File: src/rtl/bin_cntr.sv
// -----------------------------------------------------------------------------
// bin_cntr
//
// Free-running binary up-counter with a synchronous enable and a synchronous
// active-high reset. The count wraps modulo 2^WIDTH. Q comes straight from the
// count register, so there is no combinational path from any input to Q.
//
// Parameters:
//   WIDTH  counter width in bits (>= 1), default 8
//
// Ports:
//   clk    input               clock; all state changes on its rising edge
//   rst    input               synchronous active-high reset (highest priority)
//   en     input               count enable, active-high
//   Q      output [WIDTH-1:0]  current count, unsigned, registered
// -----------------------------------------------------------------------------
module bin_cntr #(
    parameter int WIDTH = 8
) (
    input  logic             clk,
    input  logic             rst,
    input  logic             en,
    output logic [WIDTH-1:0] Q
);

    logic [WIDTH-1:0] count_q;
    logic [WIDTH-1:0] count_d;

    // Reset is tested before en, so an unknown en while rst is high
    // can never reach the register.
    always_comb begin
        count_d = count_q;
        if (rst) begin
            count_d = '0;
        end else if (en) begin
            // Plain truncating add: the carry out is dropped, giving the wrap.
            count_d = count_q + WIDTH'(1);
        end
    end

    always_ff @(posedge clk) begin
        count_q <= count_d;
    end

    assign Q = count_q;

endmodule

File: config.mk
export PLATFORM = sky130hd
export DESIGN_NAME = bin_cntr
export DESIGN_NICKNAME = d
export VERILOG_FILES = /design/src/rtl/bin_cntr.sv
export SDC_FILE = /design/constraint.sdc
export NUM_CORES = 1
export LEC_CHECK = 0
export CORE_AREA = 2 2 39 41
export DETAILED_ROUTE_END_ITERATION = 10
export DIE_AREA = 0 0 41 43
export HOLD_SLACK_MARGIN = 0.08
export PLACE_DENSITY = 0.45
export SYNTH_ARGS = -nofsm -noshare
export SYNTH_HDL_FRONTEND = slang
export SYNTH_SLANG_ARGS = --single-unit
File: constraint.sdc
create_clock -name clk -period 1.7 [get_ports clk]
set_input_delay 0.255 -clock clk [delete_from_list [all_inputs] [get_ports clk]]
set_output_delay 0.255 -clock clk [all_outputs]
set_load 0.01 [all_outputs]
==> impl_metrics.csv <==
group,metric,value,unit
status,status,"finished clean",
finish,largest_register_ffs,8,
floorplan,die_h,43,um
global_route,antenna_found_initial,0,
synth,synth_top_area_share,47.2,%
placement,gp_congestion,0.690,
cts,htreeDepth,1,
synth,synth_top_cell_by_area,"dfxtp_1",
cts,cts_tree,"built",
critical_path,reg2reg_to,"Q[6]",
critical_path,crit_family,"buffers and inverters",
critical_path,setup.worst_path.class,"flop to primary output",
cts,clkTransAtPathRegs,0.05,ns
detailed_routing,wl_per_cell,11.0,um
finish,final_common_cell,"clkdlybuf4s50_1",
synth,synth-seq-cells,8,
synth,yosysSeqAreaShare,47.2,%
detailed_routing,ant_nets,0,
cts,numCtsBuffers,3,
global_route,grt_pass1_vias,269,
timing,fin_setup_tns,0,ns
critical_path,slowest_stage,"clkdlybuf4s50_1",
floorplan,start_util,24.5,%
finish,n_antenna_cell,0,
detailed_routing,vias,297,
critical_path,worstPathArrival,1.26,ns
cts,insertion_delay,0.26,ns
floorplan,rows,14,
power_and_ir_drop,power_leakage,0.000179,uW
detailed_routing,drt_wl_total,717,um
timing,slew_headroom,80.0,%
synth,yosys_warnings,0,
timing,final.setup_skew,0.00435,ns
cts,cts_buffer_depth,2,
power_and_ir_drop,ir_drop,0.405,mV
detailed_routing,drt_first_pass_iters,1,
finish,layout.nets,55,
critical_path,slowest_delay,0.58,ns
critical_path,cp_max_fo,6,
critical_path,path_cells,"clkdlybuf4s50_1",
synth,avgSynthCellArea,9.16,sq um
floorplan,die_w,41,um
finish,fin_util,34.5,%
global_route,grt_max_degree,9,
critical_path,rrSetupSlack,0.43,ns
placement,dpl.hpwl,522,um
cts,cts_setup_buffers,0,
hold_path,hold_class,"flop to flop",
timing,period_needed,1.52,ns
global_route,grt-ovfl-total,0,
synth,syn_area,339,sq um
hold_path,min_to,"Q[7]",
synth,syn_inst,37,
synth,syn_nets,41,
floorplan,io_pins,11,
cts,cts-root-buf,"clkbuf_4",
timing,hold_viol_final,0,
hold_path,hold_path_depth,2,
critical_path,endpoint_kind,"primary output",
timing,period_share,89.3,%
timing,rsz0062_at_grt,"no",
timing,slew_violations,0,
power_and_ir_drop,power_density,806,nW/um^2
timing,tightest_slew,0.299,ns
finish,drive_gt1_share,10.2,%
finish,final_cell_mix,"clkdlybuf4s50_1 (10), dfxtp_1 (8), nor2_1 (5)",
finish,area_growth,41.0,%
placement,io_buffers,10,
hold_path,hp-start,"Q[7]",
global_route,grt_pass1_wl,1.17,mm
floorplan,core_area,1380,sq um
critical_path,rr_worst_depth,4,
timing,max_freq,658,MHz
cts,cts_resized,0,
detailed_routing,drc,0,
global_route,track_usage,10.3,%
synth,yosysUniqueCellTypes,15,
cts,cts_hold_buffers,0,
cts,cts_num_sinks,8,
critical_path,worstSetupStartpointType,"flop",
timing,setup_viol,0,
synth,ys_top_cells_by_area,"dfxtp_1 (47%), xor2_1 (7.7%), nor2_1 (5.5%), or3_1 (5.5%), a21oi_1 (4.4%)",
critical_path,critPathBufInv,1,
critical_path,r2r-start,"Q[0]",
detailed_routing,via_per_inst,4.57,
detailed_routing,drt_iter0_markers,0,
critical_path,worst-endpoint-required,1.44,ns
floorplan,die_area,1760,sq um
job,maxCapViolCount,0,
[power by group]
part | total, uW | switching (uW) | internal, uW
sequential | 200 | 6.95 | 193
clock | 150 | 69.0 | 81.1
combinational | 35.4 | 14.9 | 20.6
[through the flow]
stage	total power (uW)	instance area, sq um	cells	worst slack (ns)	hold slack (ns)
after floorplan	221	339	37	0.455	0.502
after global placement	239	455	62	0.194	0.470
after detailed placement	240	455	62	0.170	0.481
after CTS	390	478	65	0.164	0.489
after global routing	408	478	65	0.112	0.520
final	385	478	65	0.181	0.492
[cell families after synthesis]
group	share of synthesized area, %
compound gates	8.85
xor+xnor	10.3
fa+ha+maj	3.69
buf+inv	3.32
flops	47.2
mux	2.95
simple gates	23.6
[worst max path at each step]
stage / end / startpoint / depth (start not counted)
2_1_floorplan: Q[6] / Q[0] / 4
3_3_place_gp: Q[7] / en / 4
3_5_place_dp: Q[7] / en / 4
4_1_cts: Q[3] / Q[3] / 1
5_1_grt: Q[3] / Q[3] / 1
6_report: Q[3] / Q[3] / 1
[synthesized netlist by cell type]
cell type / count
nand4_2: 1
buf_4: 1
o21ai_0: 3
nand2_1: 2
ha_1: 1
buf_1: 1
nand4_1: 2
xor2_1: 3
nor2_1: 5
dfxtp_1: 8
or3_1: 3
a21oi_1: 3
mux2i_1: 1
nand3_1: 2
xnor2_1: 1
[layout make-up]
cell class	instances	area, sq um
timing repair buffer	11	108
tap	16	20.0
clock buffer	3	22.5
sequential	8	160
fill	153	906
multi-input combinational	27	168
[layer usage]
| metal | up-vias | track usage (%) | wire (um) |
|---|---|---|---|
| met2 | 9 | 14.1 | 337 |
| met5 | - | 0 | 0 |
| li1 | 153 | - | - |
| met4 | 0 | 10.0 | 4 |
| met1 | 133 | 11.6 | 323 |
| met3 | 2 | 3.14 | 52 |
Note: power is estimated with default switching activity, not from simulation.
